<file path="src/rtl/imem_loader_pkg.sv">
// Shared types and constants for the instruction-memory loader.
package imem_loader_pkg;
  localparam int BYTE_W         = 8;
  localparam int BYTES_PER_WORD = 4;

  typedef logic [1:0] byte_idx_t;

  typedef enum logic [2:0] {
    S_IDLE,
    S_RECV,
    S_WRITE,
    S_CHECK,
    S_DONE
  } state_t;
endpackage

</file>
<file path="src/rtl/imem_loader_if.sv">
// Byte-stream handshake plus instruction-memory write bus of the loader.
interface imem_loader_if
  import imem_loader_pkg::*;
#(
  parameter int ADDR_W = 5,
  parameter int DATA_W = 32
);
  logic              byte_valid;
  logic [BYTE_W-1:0] byte_data;
  logic              byte_ready;
  logic              imem_we;
  logic [ADDR_W-1:0] imem_addr;
  logic [DATA_W-1:0] imem_wdata;

  modport master (
    input  byte_valid, byte_data,
    output byte_ready, imem_we, imem_addr, imem_wdata
  );

  modport slave (
    output byte_valid, byte_data,
    input  byte_ready, imem_we, imem_addr, imem_wdata
  );
endinterface

</file>
<file path="src/rtl/imem_byte_packer.sv">
// MSB-first byte packer; with IMEM_LOADER_CHECKSUM_EN it also keeps a running
// XOR of every byte shifted in since the last restart.
module imem_byte_packer
  import imem_loader_pkg::*;
(
  input  logic                             clk,
  input  logic                             rst,
  input  logic                             restart,
  input  logic                             clear,
  input  logic                             shift_en,
  input  logic [BYTE_W-1:0]                byte_in,
  output logic [BYTES_PER_WORD*BYTE_W-1:0] word_next,
  output logic                             word_full
`ifdef IMEM_LOADER_CHECKSUM_EN
  ,
  output logic [BYTE_W-1:0]                csum
`endif
);
  localparam int WORD_W = BYTES_PER_WORD * BYTE_W;
  localparam byte_idx_t LAST_IDX = byte_idx_t'(BYTES_PER_WORD - 1);

  logic [WORD_W-1:0] word;
  byte_idx_t         idx;

  assign word_next = {word[WORD_W-BYTE_W-1:0], byte_in};
  // High while three bytes are held: the next shift completes the word.
  assign word_full = (idx == LAST_IDX);

  always_ff @(posedge clk) begin
    if (rst || restart) begin
      word <= '0;
      idx  <= '0;
`ifdef IMEM_LOADER_CHECKSUM_EN
      csum <= '0;
`endif
    end else if (clear) begin
      idx <= '0;
    end else if (shift_en) begin
      word <= word_next;
      idx  <= idx + byte_idx_t'(1);
`ifdef IMEM_LOADER_CHECKSUM_EN
      csum <= csum ^ byte_in;
`endif
    end
  end
endmodule

</file>
<file path="src/rtl/imem_loader.sv">
// Loads a byte-streamed program into instruction memory and holds the core
// until complete. Optional trailing checksum byte: IMEM_LOADER_CHECKSUM_EN.
module imem_loader
  import imem_loader_pkg::*;
#(
  parameter int ADDR_W = 5,
  parameter int DATA_W = 32
)(
  input  logic              clk,
  input  logic              rst,
  input  logic              start,
  input  logic [ADDR_W:0]   load_len,
  input  logic              abort,
  imem_loader_if.master     bus,
  output logic              core_hold,
  output logic              done,
  output logic              err,
  output logic [ADDR_W:0]   words_written
);
  localparam logic [ADDR_W:0] MAX_LEN = {1'b1, {ADDR_W{1'b0}}};

  state_t                            state;
  logic [ADDR_W:0]                   len_q;
  logic [ADDR_W:0]                   ww_inc;
  logic                              transfer;
  logic                              len_ok;
  logic                              restart;
  logic [BYTES_PER_WORD*BYTE_W-1:0]  word_next;
  logic                              word_full;
`ifdef IMEM_LOADER_CHECKSUM_EN
  logic [BYTE_W-1:0]                 csum;
`endif

  assign transfer = bus.byte_valid && bus.byte_ready;
  assign len_ok   = (load_len != '0) && (load_len <= MAX_LEN);
  assign restart  = start && ((state == S_IDLE) || (state == S_DONE));
  assign ww_inc   = words_written + {{ADDR_W{1'b0}}, 1'b1};

  imem_byte_packer u_packer (
    .clk       (clk),
    .rst       (rst),
    .restart   (restart),
    .clear     (state == S_WRITE),
    .shift_en  (transfer && (state == S_RECV)),
    .byte_in   (bus.byte_data),
    .word_next (word_next),
    .word_full (word_full)
`ifdef IMEM_LOADER_CHECKSUM_EN
    ,
    .csum      (csum)
`endif
  );

  always_ff @(posedge clk) begin
    if (rst) begin
      state          <= S_IDLE;
      len_q          <= '0;
      bus.byte_ready <= 1'b0;
      bus.imem_we    <= 1'b0;
      bus.imem_addr  <= '0;
      bus.imem_wdata <= '0;
      core_hold      <= 1'b1;
      done           <= 1'b0;
      err            <= 1'b0;
      words_written  <= '0;
    end else begin
      bus.imem_we <= 1'b0;
      case (state)
        S_IDLE, S_DONE: begin
          if (start) begin
            words_written <= '0;
            len_q         <= load_len;
            if (len_ok) begin
              state          <= S_RECV;
              bus.byte_ready <= 1'b1;
              done           <= 1'b0;
              err            <= 1'b0;
              core_hold      <= 1'b1;
            end else begin
              state     <= S_DONE;
              done      <= 1'b1;
              err       <= 1'b1;
              core_hold <= 1'b0;
            end
          end
        end
        S_RECV: begin
          if (abort) begin
            state          <= S_IDLE;
            bus.byte_ready <= 1'b0;
          end else if (transfer && word_full) begin
            // Strobe is registered here so it lands in the WRITE cycle.
            state          <= S_WRITE;
            bus.byte_ready <= 1'b0;
            bus.imem_we    <= 1'b1;
            bus.imem_addr  <= words_written[ADDR_W-1:0];
            bus.imem_wdata <= word_next;
          end
        end
        S_WRITE: begin
          words_written <= ww_inc;
          if (abort) begin
            state <= S_IDLE;
          end else if (ww_inc == len_q) begin
`ifdef IMEM_LOADER_CHECKSUM_EN
            state          <= S_CHECK;
            bus.byte_ready <= 1'b1;
`else
            state     <= S_DONE;
            done      <= 1'b1;
            core_hold <= 1'b0;
`endif
          end else begin
            state          <= S_RECV;
            bus.byte_ready <= 1'b1;
          end
        end
`ifdef IMEM_LOADER_CHECKSUM_EN
        S_CHECK: begin
          if (abort) begin
            state          <= S_IDLE;
            bus.byte_ready <= 1'b0;
          end else if (transfer) begin
            state          <= S_DONE;
            bus.byte_ready <= 1'b0;
            done           <= 1'b1;
            core_hold      <= 1'b0;
            err            <= (bus.byte_data != csum);
          end
        end
`endif
        default: state <= S_IDLE;
      endcase
    end
  end
endmodule

</file>
<file path="src/flat_wrapper.sv">
// flat-port wrapper written by rule: the top's interface ports become plain ports
module imem_loader_flat import imem_loader_pkg::*;
#(
  parameter int ADDR_W = 5,
  parameter int DATA_W = 32
)
  (clk, rst, start, load_len, abort, core_hold, done, err, words_written, bus_byte_valid, bus_byte_data, bus_byte_ready, bus_imem_we, bus_imem_addr, bus_imem_wdata);
  imem_loader_if #(.ADDR_W(ADDR_W), .DATA_W(DATA_W)) bus_i ();
  input  logic clk;
  input  logic rst;
  input  logic start;
  input  logic [ADDR_W:0] load_len;
  input  logic abort;
  output logic core_hold;
  output logic done;
  output logic err;
  output logic [ADDR_W:0] words_written;
  input wire logic [$bits(bus_i.byte_valid)-1:0] bus_byte_valid;
  input wire logic [$bits(bus_i.byte_data)-1:0] bus_byte_data;
  output wire logic [$bits(bus_i.byte_ready)-1:0] bus_byte_ready;
  output wire logic [$bits(bus_i.imem_we)-1:0] bus_imem_we;
  output wire logic [$bits(bus_i.imem_addr)-1:0] bus_imem_addr;
  output wire logic [$bits(bus_i.imem_wdata)-1:0] bus_imem_wdata;
  assign bus_i.byte_valid = bus_byte_valid;
  assign bus_i.byte_data = bus_byte_data;
  assign bus_byte_ready = bus_i.byte_ready;
  assign bus_imem_we = bus_i.imem_we;
  assign bus_imem_addr = bus_i.imem_addr;
  assign bus_imem_wdata = bus_i.imem_wdata;
  imem_loader #(.ADDR_W(ADDR_W), .DATA_W(DATA_W)) u_core (.clk(clk), .rst(rst), .start(start), .load_len(load_len), .abort(abort), .bus(bus_i), .core_hold(core_hold), .done(done), .err(err), .words_written(words_written));
endmodule
</file>
<file path="config.mk">
export PLATFORM = sky130hd
export DESIGN_NAME = imem_loader_flat
export DESIGN_NICKNAME = d
export VERILOG_FILES = /design/src/rtl/imem_loader_pkg.sv /design/src/rtl/imem_loader_if.sv /design/src/rtl/imem_byte_packer.sv /design/src/rtl/imem_loader.sv /design/src/flat_wrapper.sv
export SDC_FILE = /design/constraint.sdc
export NUM_CORES = 1
export LEC_CHECK = 0
export ABC_CLOCK_PERIOD_IN_PS = 2160
export BUFFER_PORTS_ARGS = -buffer_cell sky130_fd_sc_hd__buf_4
export CAP_MARGIN = 20
export CORE_UTILIZATION = 25
export DETAILED_ROUTE_END_ITERATION = 8
export GPL_TIMING_DRIVEN = 0
export SLEW_MARGIN = 20
export SYNTH_ARGS = -nofsm -noshare
export SYNTH_HDL_FRONTEND = slang
export SYNTH_SLANG_ARGS = --single-unit
</file>
<file path="constraint.sdc">
create_clock -name clk -period 2.16 [get_ports clk]
set_clock_uncertainty 0.05 [all_clocks]
set_input_delay 0.108 -clock clk [delete_from_list [all_inputs] [get_ports clk]]
set_output_delay 0.108 -clock clk [all_outputs]
set_load 0.01 [all_outputs]
</file>
==> impl_metrics.prom <==
# TYPE chip_impl_metric gauge
chip_impl_metric{name="cts.sink_count",unit=""} 83
chip_impl_metric{name="viasPerCell",unit=""} 4.47
chip_impl_metric{name="maxSlewViolCount",unit=""} 0
chip_impl_metric{name="total_power",unit="uW"} 3210
chip_impl_metric{name="number_of_flops_mapped_to_enable_cells_by_yosys",unit=""} 0
chip_impl_metric{name="io_pins",unit=""} 67
chip_impl_metric{name="relSlewSlack",unit="%"} 61.5
chip_impl_info{name="path_type_of_the_worst_setup_path",value="reg2reg"} 1
chip_impl_info{name="netlist_top_cells_area",value="dfxtp_1 (53%), nand2_1 (17%), a21oi_1 (12%)"} 1
chip_impl_metric{name="post_route_non_filler_standard_cell_count",unit=""} 658
chip_impl_info{name="crit_slowest_cell",value="or4_4"} 1
chip_impl_metric{name="drive_above_1_share",unit="%"} 20.0
chip_impl_metric{name="grt_start_max_net_pins",unit=""} 14
chip_impl_metric{name="clock_path_buffers",unit=""} 2
chip_impl_metric{name="remaining_antenna_violation_count",unit=""} 0
chip_impl_metric{name="cts-buffers-inserted",unit=""} 9
chip_impl_metric{name="ir_drop",unit="mV"} 0.340
chip_impl_metric{name="final.min_clock_period",unit="ns"} 2.03
chip_impl_metric{name="synth_nets",unit=""} 416
chip_impl_metric{name="share_of_power_burned_in_the_clock_network",unit="%"} 46.1
chip_impl_metric{name="cp_data_required_time",unit="ns"} 2.34
chip_impl_metric{name="antenna_found_initial",unit=""} 0
chip_impl_metric{name="area_of_combinational_cells_with_multiple_inputs",unit="sq mm"} 0.00139
chip_impl_metric{name="switching_share",unit="%"} 21.8
chip_impl_metric{name="setup_violations",unit=""} 0
chip_impl_metric{name="num_antenna_cells",unit=""} 0
chip_impl_metric{name="setup-tns-final",unit="ns"} 0
chip_impl_metric{name="track_usage",unit="%"} 13.6
chip_impl_metric{name="dpl.cell_count",unit=""} 629
chip_impl_metric{name="wire_per_inst",unit="um"} 12.6
chip_impl_metric{name="drt-total-wl",unit="mm"} 8.31
chip_impl_metric{name="die_h",unit="um"} 115
chip_impl_metric{name="die_area",unit="sq mm"} 0.0131
chip_impl_metric{name="comb_power_share",unit="%"} 5.2
chip_impl_info{name="end_kind",value="flop"} 1
chip_impl_metric{name="cts.clk_slew.worst_paths",unit="ns"} 0.06
chip_impl_info{name="run_status",value="completed"} 1
chip_impl_info{name="start_kind",value="flop"} 1
chip_impl_metric{name="max_slew.worst_pin.slew",unit="ns"} 0.577
chip_impl_info{name="grt_setup_unrepaired",value="no"} 1
chip_impl_metric{name="via_count",unit=""} 2941
chip_impl_metric{name="final_critical_path_setup_slack",unit="ns"} 0.126
chip_impl_metric{name="clock_latency",unit="ns"} 0.33
chip_impl_metric{name="slowest_delay",unit="ns"} 0.47
chip_impl_metric{name="worst-endpoint-arrival",unit="ns"} 2.21
chip_impl_metric{name="ys_warn_count",unit=""} 0
chip_impl_metric{name="cts_h_tree_lvls",unit=""} 3
chip_impl_metric{name="globalplace.congestion",unit=""} 0.825
chip_impl_metric{name="post_synth_num_cell_types",unit=""} 38
chip_impl_metric{name="final-seq-area",unit="sq mm"} 0.00166
chip_impl_metric{name="crit_fanout",unit=""} 7
chip_impl_metric{name="synthDominantCellAreaShare",unit="%"} 52.5
chip_impl_metric{name="area_growth_syn_to_layout",unit="%"} 36.0
chip_impl_metric{name="power.static_leakage",unit="uW"} 0.00159
chip_impl_metric{name="grt_pass1_vias",unit=""} 2764
chip_impl_metric{name="report.final.hold_viol_count",unit=""} 0
chip_impl_info{name="critical_path.cell_chain",value="ha_2 -> nand3_1 -> xnor2_1 -> nand4_1 -> or4_4 -> a31o_1"} 1
chip_impl_metric{name="postSynthCellCount",unit=""} 395
chip_impl_metric{name="place_worst_setup_slack",unit="ns"} 0.00559
chip_impl_info{name="yosys.area.top_type",value="dfxtp_1"} 1
chip_impl_metric{name="floorplan.initialDensity",unit="%"} 26.0
chip_impl_metric{name="fill_cells",unit=""} 1265
chip_impl_info{name="synth.most_common_cell",value="nand2_1"} 1
chip_impl_metric{name="internal-power",unit="uW"} 2510
chip_impl_metric{name="numPortBuffers",unit=""} 66
chip_impl_metric{name="sequential_fraction_of_design_power",unit="%"} 48.7
chip_impl_metric{name="layout.cell_area.non_filler",unit="sq mm"} 0.00430
chip_impl_metric{name="globalRoute.totalOverflow",unit=""} 0
chip_impl_metric{name="dp_hpwl",unit="mm"} 6.08
chip_impl_metric{name="first_pass_iters",unit=""} 4
chip_impl_metric{name="drv_cap",unit=""} 0
chip_impl_info{name="synth_common_cells",value="nand2_1 (140), dfxtp_1 (83), a21oi_1 (75)"} 1
chip_impl_info{name="tritoncts",value="done"} 1
chip_impl_info{name="worstHoldPathType",value="in2reg"} 1
chip_impl_info{name="cts.root.buffer_cell",value="clkbuf_16"} 1
chip_impl_metric{name="finalCritPeriodShare",unit="%"} 94.2
chip_impl_metric{name="drt_drc_violations_left",unit=""} 0
chip_impl_metric{name="detail_route.iter0.violations",unit=""} 98
chip_impl_metric{name="grt_first_pass_wirelength",unit="mm"} 13.7
chip_impl_metric{name="syn_avg_cell_area",unit="sq um"} 8.01
chip_impl_metric{name="die_width",unit="um"} 115
chip_impl_metric{name="max_clock_freq",unit="MHz"} 492
chip_impl_metric{name="rows",unit=""} 40
chip_impl_metric{name="core_area",unit="sq mm"} 0.0122
chip_impl_metric{name="layout.nets",unit=""} 507
chip_impl_info{name="ys.flop_type",value="dfxtp_1"} 1
chip_impl_metric{name="power_density",unit="mW/mm^2"} 745
chip_impl_metric{name="ys_async_sr_fraction",unit="%"} 0
chip_impl_metric{name="seq_area_frac_synth",unit="%"} 52.5
chip_impl_metric{name="syn_area",unit="sq mm"} 0.00316
chip_impl_metric{name="synth.ff_latch_count",unit=""} 83
chip_impl_metric{name="dpl-instance-area",unit="sq mm"} 0.00387
chip_impl_metric{name="switching_power",unit="uW"} 698
-- metal layers --
| metal | wire (um) | GRT usage [%] | vias to the layer above |
|---|---|---|---|
| met5 | 0 | 0 | - |
| met4 | 140 | 5.97 | 0 |
| met3 | 551 | 3.81 | 11 |
| met2 | 3820 | 21.6 | 71 |
| met1 | 3800 | 17.3 | 1365 |
| li1 | - | - | 1494 |
-- power groups by stage --
stage          clock network, uW  logic, uW  registers [uW]
6_report                    1480        165            1560
5_1_grt                     1590        183            1560
4_1_cts                     1510        166            1560
3_5_place_dp                   0        146            1600
3_3_place_gp                   0        142            1600
2_1_floorplan                  0       76.8            1600
-- final cells by class --
class / instances / area share (%)
buffer: 23 / 2.76
clock buffer: 10 / 5.32
clock inverter: 5 / 1.28
inverter: 1 / 0.0872
multi-input combinational: 288 / 32.2
sequential: 83 / 38.7
tap: 168 / 4.88
timing repair buffer: 80 / 14.8
-- repair_timing --
item,4_1_cts,5_1_grt
endpoints found under the setup margin,1,3
hold buffers,14,0
resized for setup,1,3
hold endpoints to repair,22,0
setup buffers,0,0
-- flip-flops by register name, summed over array words and instances (netlist names) --
signal / count
u_core.u_packer.idx: 2
u_core.len_q: 6
u_core.u_packer.word: 24
u_core.bus.imem_wdata: 32
u_core.bus.byte_ready: 1
u_core.words_written: 6
u_core.core_hold: 1
u_core.state: 3
u_core.bus.imem_we: 1
u_core.done: 1
u_core.bus.imem_addr: 5
u_core.err: 1
-- final timing paths --
| check | startpoint | end | slack, ns | cells after the start |
|---|---|---|---|---|
| setup reg to reg | u_core.words_written[0] | u_core.core_hold | 0.13 | 6 |
| hold / removal | start | u_core.state[2] | 0.02 | 3 |
| setup / recovery | u_core.words_written[0] | u_core.core_hold | 0.13 | 6 |
| hold reg to reg | u_core.bus.imem_wdata[23] | u_core.bus.imem_wdata[23] | 0.40 | 2 |
-- cell families (layout without fill, tap and decap cells) --
logic type	count (synthesis)	after routing	synth area share (%)
AOI/OAI and AO/OA	90	90	15.1
xor gates and xnor gates	12	12	3.32
adders and majority gates	2	2	0.791
buffers and inverters	24	119	3.87
DFF	83	83	52.5
muxes	1	1	0.316
and+or+nand+nor	183	183	24.1
-- critical path: cells and delay by family, from the launching register on --
family / cells / cell delay (ns)
simple gates: 3 / 0.77
fa+ha+maj: 1 / 0.25
compound gates: 1 / 0.23
flops: 1 / 0.41
xor+xnor: 1 / 0.23
-- metrics by stage --
step	utilization [%]	hold slack, ns
after global placement	31.8	0.323
after CTS	35.3	0.00977
final	35.4	0.0204
after detailed placement	31.8	0.327
after floorplan	-	0.194
after global routing	35.4	0.0215
-- cell usage in the layout, fill, tap and decap left out, drive strengths merged, types with 2 or more instances in the layout --
cell type / count
clkinvlp: 2
nor2: 22
nand4: 2
a21o: 3
nor3b: 3
buf: 76
dlygate4sd3: 14
xor2: 2
nor3: 3
nand3: 3
dfxtp: 83
or4: 2
clkinv: 2
o21ai: 6
clkbuf: 23
ha: 2
xnor2: 10
nand2: 140
a21oi: 75
a22oi: 2
Power figures use the tool's default switching activity.
